File: src/rtl/audio_pattern_gen.sv
// Multi-channel audio test-pattern source.
// Each channel runs its own phase accumulator and produces silence, square,
// sawtooth or triangle samples. A global arithmetic right shift attenuates
// every sample. Frames leave through a valid/full handshake. Phases only
// advance on an accepted transfer, so pitch is independent of the sink rate.
// Optional feature: define AUDIO_PATGEN_FRAME_CNT_EN to add a free-running
// 32-bit frame_count output that counts accepted transfers.
module audio_pattern_gen #(
  parameter int WIDTH      = 24,
  parameter int CHANNELS   = 2,
  parameter int PHASE_BITS = 24
) (
  input  logic                           clk,
  input  logic                           reset_n,
  input  logic                           enable,
  input  logic [2*CHANNELS-1:0]          mode,
  input  logic [PHASE_BITS*CHANNELS-1:0] phase_inc,
  input  logic [3:0]                     gain_shift,
  input  logic                           audio_full,
  output logic [WIDTH*CHANNELS-1:0]      audio_out,
  output logic                           audio_out_valid
`ifdef AUDIO_PATGEN_FRAME_CNT_EN
  ,
  output logic [31:0]                    frame_count
`endif
);

  typedef enum logic [1:0] {
    IDLE    = 2'd0,
    COMPUTE = 2'd1,
    VALID   = 2'd2
  } state_t;

  state_t state;
  state_t state_nxt;

  logic [PHASE_BITS-1:0]       phase [CHANNELS];
  logic [WIDTH*CHANNELS-1:0]   frame_nxt;
  logic                        transfer;
  logic                        load;

  // One sample from the top WIDTH bits of a channel's phase.
  function automatic logic signed [WIDTH-1:0] wave_sample(
    input logic [1:0]       m,
    input logic [WIDTH-1:0] p
  );
    logic [WIDTH-1:0]        msb;
    logic [WIDTH-1:0]        q;
    logic [WIDTH-1:0]        u;
    logic signed [WIDTH-1:0] s;
    msb = {1'b1, {(WIDTH-1){1'b0}}};
    // Folding the lower bits gives a ramp that rises in the first half
    // period and falls in the second.
    q   = {p[WIDTH-2:0], 1'b0};
    u   = p[WIDTH-1] ? ~q : q;
    s   = '0;
    case (m)
      2'd0: s = '0;
      // Symmetric square: +(M-1) / -(M-1), never reaching -M.
      2'd1: s = p[WIDTH-1] ? signed'(msb | {{(WIDTH-1){1'b0}}, 1'b1}) : signed'(~msb);
      2'd2: s = signed'(p ^ msb);
      2'd3: s = signed'(u ^ msb);
      default: s = '0;
    endcase
    return s;
  endfunction

  // Attenuation: shift amounts past the sample width saturate to WIDTH-1.
  function automatic logic signed [WIDTH-1:0] apply_gain(
    input logic signed [WIDTH-1:0] s,
    input logic [3:0]              sh
  );
    logic [5:0] amt;
    if ({2'b00, sh} >= 6'(WIDTH)) amt = 6'(WIDTH - 1);
    else                          amt = {2'b00, sh};
    return s >>> amt;
  endfunction

  // Candidate frame from the current phases and controls.
  always_comb begin
    frame_nxt = '0;
    for (int c = 0; c < CHANNELS; c++) begin
      frame_nxt[c*WIDTH +: WIDTH] =
        apply_gain(wave_sample(mode[2*c +: 2], phase[c][PHASE_BITS-1 -: WIDTH]), gain_shift);
    end
  end

  // State register.
  always_ff @(posedge clk or negedge reset_n) begin
    if (!reset_n) state <= IDLE;
    else          state <= state_nxt;
  end

  // Next-state logic; a pending frame is held until the sink takes it.
  always_comb begin
    state_nxt = state;
    case (state)
      IDLE:    if (enable) state_nxt = COMPUTE;
      COMPUTE: state_nxt = VALID;
      VALID:   if (!audio_full) state_nxt = enable ? COMPUTE : IDLE;
      default: state_nxt = IDLE;
    endcase
  end

  // Output / strobe decode from the current state.
  always_comb begin
    audio_out_valid = (state == VALID);
    transfer        = (state == VALID) && !audio_full;
    load            = (state == COMPUTE);
  end

  // Phase accumulators advance once per accepted frame, wrapping silently.
  always_ff @(posedge clk or negedge reset_n) begin
    if (!reset_n) begin
      for (int c = 0; c < CHANNELS; c++) phase[c] <= '0;
    end else if (transfer) begin
      for (int c = 0; c < CHANNELS; c++)
        phase[c] <= phase[c] + phase_inc[c*PHASE_BITS +: PHASE_BITS];
    end
  end

  // Output frame register, loaded only in COMPUTE and cleared by reset.
  always_ff @(posedge clk or negedge reset_n) begin
    if (!reset_n)  audio_out <= '0;
    else if (load) audio_out <= frame_nxt;
  end

`ifdef AUDIO_PATGEN_FRAME_CNT_EN
  // Count of accepted frames for firmware sample-rate checks.
  always_ff @(posedge clk or negedge reset_n) begin
    if (!reset_n)      frame_count <= '0;
    else if (transfer) frame_count <= frame_count + 32'd1;
  end
`endif

endmodule

File: config.mk
export PLATFORM = sky130hd
export DESIGN_NAME = audio_pattern_gen
export DESIGN_NICKNAME = d
export VERILOG_FILES = /design/src/rtl/audio_pattern_gen.sv
export SDC_FILE = /design/constraint.sdc
export NUM_CORES = 1
export LEC_CHECK = 0
export CAP_MARGIN = 20
export CORE_UTILIZATION = 56
export DETAILED_ROUTE_END_ITERATION = 12
export PLACE_DENSITY_LB_ADDON = 0.2
export SKIP_LAST_GASP = 1
export SYNTH_ARGS = -nofsm -noshare
export SYNTH_HDL_FRONTEND = slang
export SYNTH_SLANG_ARGS = --single-unit
File: constraint.sdc
create_clock -name clk -period 5.3 [get_ports clk]
set_input_delay 0.795 -clock clk [delete_from_list [all_inputs] [get_ports clk]]
set_output_delay 0.795 -clock clk [all_outputs]
set_load 0.005 [all_outputs]
==> impl_metrics.csv <==
group,metric,value,unit
route,drt-initial-drc-count,581,
sta,drv_slew,0,
die,coreArea,15400,um2
yosys,syn-cell-area,8990,um2
clocking,clkLatencyLatePin,350,ps
sta,tightest_slew,1090,ps
layout,syn_to_final_growth,16.3,%
die,die_w,129,um
yosys,synth_edf_count,0,
sta,clock_skew,9.10,ps
clocking,ctsHoldBuffers,0,
layout,diodes,0,
power,powerDensity,520,nW/um2
sta,period_share,70.3,%
worst_setup_path,start_kind,"primary input",
die,dieArea,16600,um2
global_routing,grt_pass1_wl,38300,um
clocking,tritoncts,"yes",
layout,final_net_count,1183,
die,initial_core_util,58.3,%
clocking,clock_sinks,98,
yosys,syn_avg_cell_area,8.83,um2
sta,hold_violations,0,
worst_setup_path,reg2regPathDepth,6,
worst_setup_path,path_class,"in -> reg",
clocking,cts_buffers,9,
sta,relSlewSlack,27.2,%
sta,final.setup.tns,0,ps
sta,setup_viol,0,
place,place.gp.congestion,0.949,
clocking,path_clk_slew,60,ps
worst_setup_path,crit_fanout,43,
worst_hold_path,min-delay-path-class,"in -> async",
route,drc,0,
power,ir_drop,0.000261,V
worst_setup_path,path_buf_inv,2,
route,wl_per_cell,18.2,um
worst_setup_path,cp.required,5570,ps
global_routing,grt_overflow,0,
layout,layout-drive-gt1-share,8.62,%
worst_setup_path,cpPeakStageDelay,820,ps
worst_setup_path,timing.rr.start,"phase[47]$_DFFE_PN0P_",
route,ant_nets,0,
clocking,htreeDepth,3,
sta,hold_ws,447,ps
power,finalPower,5440,uW
worst_setup_path,worstSetupEndpointType,"register",
worst_setup_path,cp_slowest_cell,"nor2_2",
yosys,async_flop_share,100,%
clocking,cts_setup_buffers,0,
outcome,status,"finished, final reports clean",
die,num_io_pins,109,
clocking,clockRootBuffer,"clkbuf_16",
yosys,synth_flop_cell,"dfrtp_1",
clocking,cts_resized,0,
yosys,ys_types,66,
worst_setup_path,cp.arrival,3990,ps
worst_setup_path,cp_top_family,"multiplexers",
sta,rsz0062_at_grt,"false",
yosys,syn_nets,1126,
die,row_count,45,
yosys,yosys_warnings,0,
sta,fmax,268,MHz
global_routing,antenna_found_initial,0,
worst_setup_path,r2r_slack,2200,ps
global_routing,grtUsageTotal,28.9,%
yosys,synthCells,1018,
worst_setup_path,crit_chain,"clkdlybuf4s50_1 -> inv_2 -> nor2_2 -> a32oi_1 -> mux4_2 -> mux2_2 -> a221o_1 -> a21oi_1",
die,die_h,129,um
place,dp_hpwl,17400,um
yosys,synth-seq-area-share,27.3,%
clocking,clk_path_buf_depth,2,
global_routing,grt_max_degree,54,
worst_setup_path,r2r-end,"audio_out[10]$_DFFE_PN0N_",
route,viasPerCell,6.52,
route,dr.pass1.iters,5,
global_routing,grt_pass1_vias,7540,
place,portBuffers,108,
sta,post-route-min-period,3730,ps
job,cap_viol_max_count,0,
power,p_leak,0.00424,uW
yosys,synth_seq_cells,98,
route,wirelength,23500,um
route,via_count,8405,
cell families after synthesis:
| family | Yosys count | synth area share, % |
|---|---|---|
| AOI/OAI and AO/OA | 375 | 28.7 |
| adders and majority gates | 48 | 6.85 |
| muxes | 88 | 14.1 |
| buffers and inverters | 91 | 4.23 |
| and+or+nand+nor | 277 | 14.9 |
| xor gates and xnor gates | 41 | 3.99 |
| DFF | 98 | 27.3 |
state kept, by name (all words and copies together) (netlist names):
| signal | flops |
|---|---|
| phase | 48 |
| state | 2 |
| audio_out | 48 |
metrics by stage:
step                      worst slack [ps]  area [um2]  util [%]  std cells
after floorplan                       2260        8990         -       1018
after global placement                1420       10100      65.5       1274
after detailed placement              1310       10100      65.5       1274
after CTS                             1680       10400      67.6       1289
after global routing                  1380       10500      67.8       1290
final                                 1570       10500      67.8       1290
layout make-up:
class                   instances  area, um2
fillers                      1342       4970
multi-input cells             829       6160
clock buffers                  13        260
well taps                     211        264
inverters                      14       52.6
flip-flops and latches         98       2450
repair buffers                123       1210
clock inverters                 2       60.1
Yosys cell counts (16+ instances only):
master	number	area, um2
a211oi_1	31	233
a21o_1	26	195
a21oi_1	43	215
a32oi_1	39	342
buf_2	16	80.1
clkbuf_1	52	195
dfrtp_1	98	2450
ha_1	46	576
mux2i_1	48	480
mux4_2	30	676
nand2_1	102	383
nor2_1	53	199
nor2b_1	19	119
o21ai_0	119	596
or3_1	45	282
xnor2_1	19	166
xor2_1	22	193
where the power goes:
group          internal [uW]  switching, uW
sequential              1100            430
combinational           1570           1620
clock                    438            279
per-layer routing:
layer  up-vias  wire (um)  global-route usage [%]
met1      3995      11400                    42.6
met5         -          0                       0
met2       318      10300                    43.6
li1       4052          -                       -
met4         0        504                    10.2
met3        40       1310                    3.78
cell usage in the layout, fill, tap and decap left out, drive strengths merged, types with 4 or more instances in the layout:
cell type	Yosys	routed
o21ai	120	120
clkdlybuf4s50	0	106
nand2	102	102
dfrtp	98	98
nor2	54	54
mux2i	48	48
ha	46	46
or3	45	45
a21oi	43	43
a32oi	41	41
a211oi	31	31
mux4	30	30
a21o	26	26
xor2	22	22
xnor2	19	19
nor2b	19	19
buf	25	17
a22oi	14	14
inv	14	14
o21a	13	13
nand2b	13	13
clkbuf	52	13
a31oi	11	11
nand3	10	10
o211ai	10	10
mux2	10	10
a221o	9	9
o221a	8	8
nor3	7	7
nand4	7	7
a221oi	6	6
o21bai	5	5
o221ai	5	5
a2111oi	5	5
and2	4	4
o31ai	4	4
or2	4	4
or4	4	4
o22a	4	4
worst reg2reg max path, delay by kind of cell (launching register included):
kind               cells  cell delay [ps]
and+or+nand+nor        1               80
muxes                  1              160
DFF                    1             1060
AOI/OAI and AO/OA      4             1670
worst max path at each step:
stage                             start                  endpoint  slack, ps  depth (start not counted)
after floorplan           phase_inc[24]     phase[20]$_DFFE_PN0P_       2260                          9
after global placement          mode[1]  audio_out[7]$_DFFE_PN0N_       1420                          8
after detailed placement        mode[1]  audio_out[7]$_DFFE_PN0N_       1310                          8
after CTS                       mode[1]  audio_out[7]$_DFFE_PN0N_       1680                          8
after global routing            mode[1]  audio_out[7]$_DFFE_PN0N_       1380                          8
final                           mode[1]  audio_out[7]$_DFFE_PN0N_       1570                          8
No activity file was read; power rests on OpenSTA's default activity.
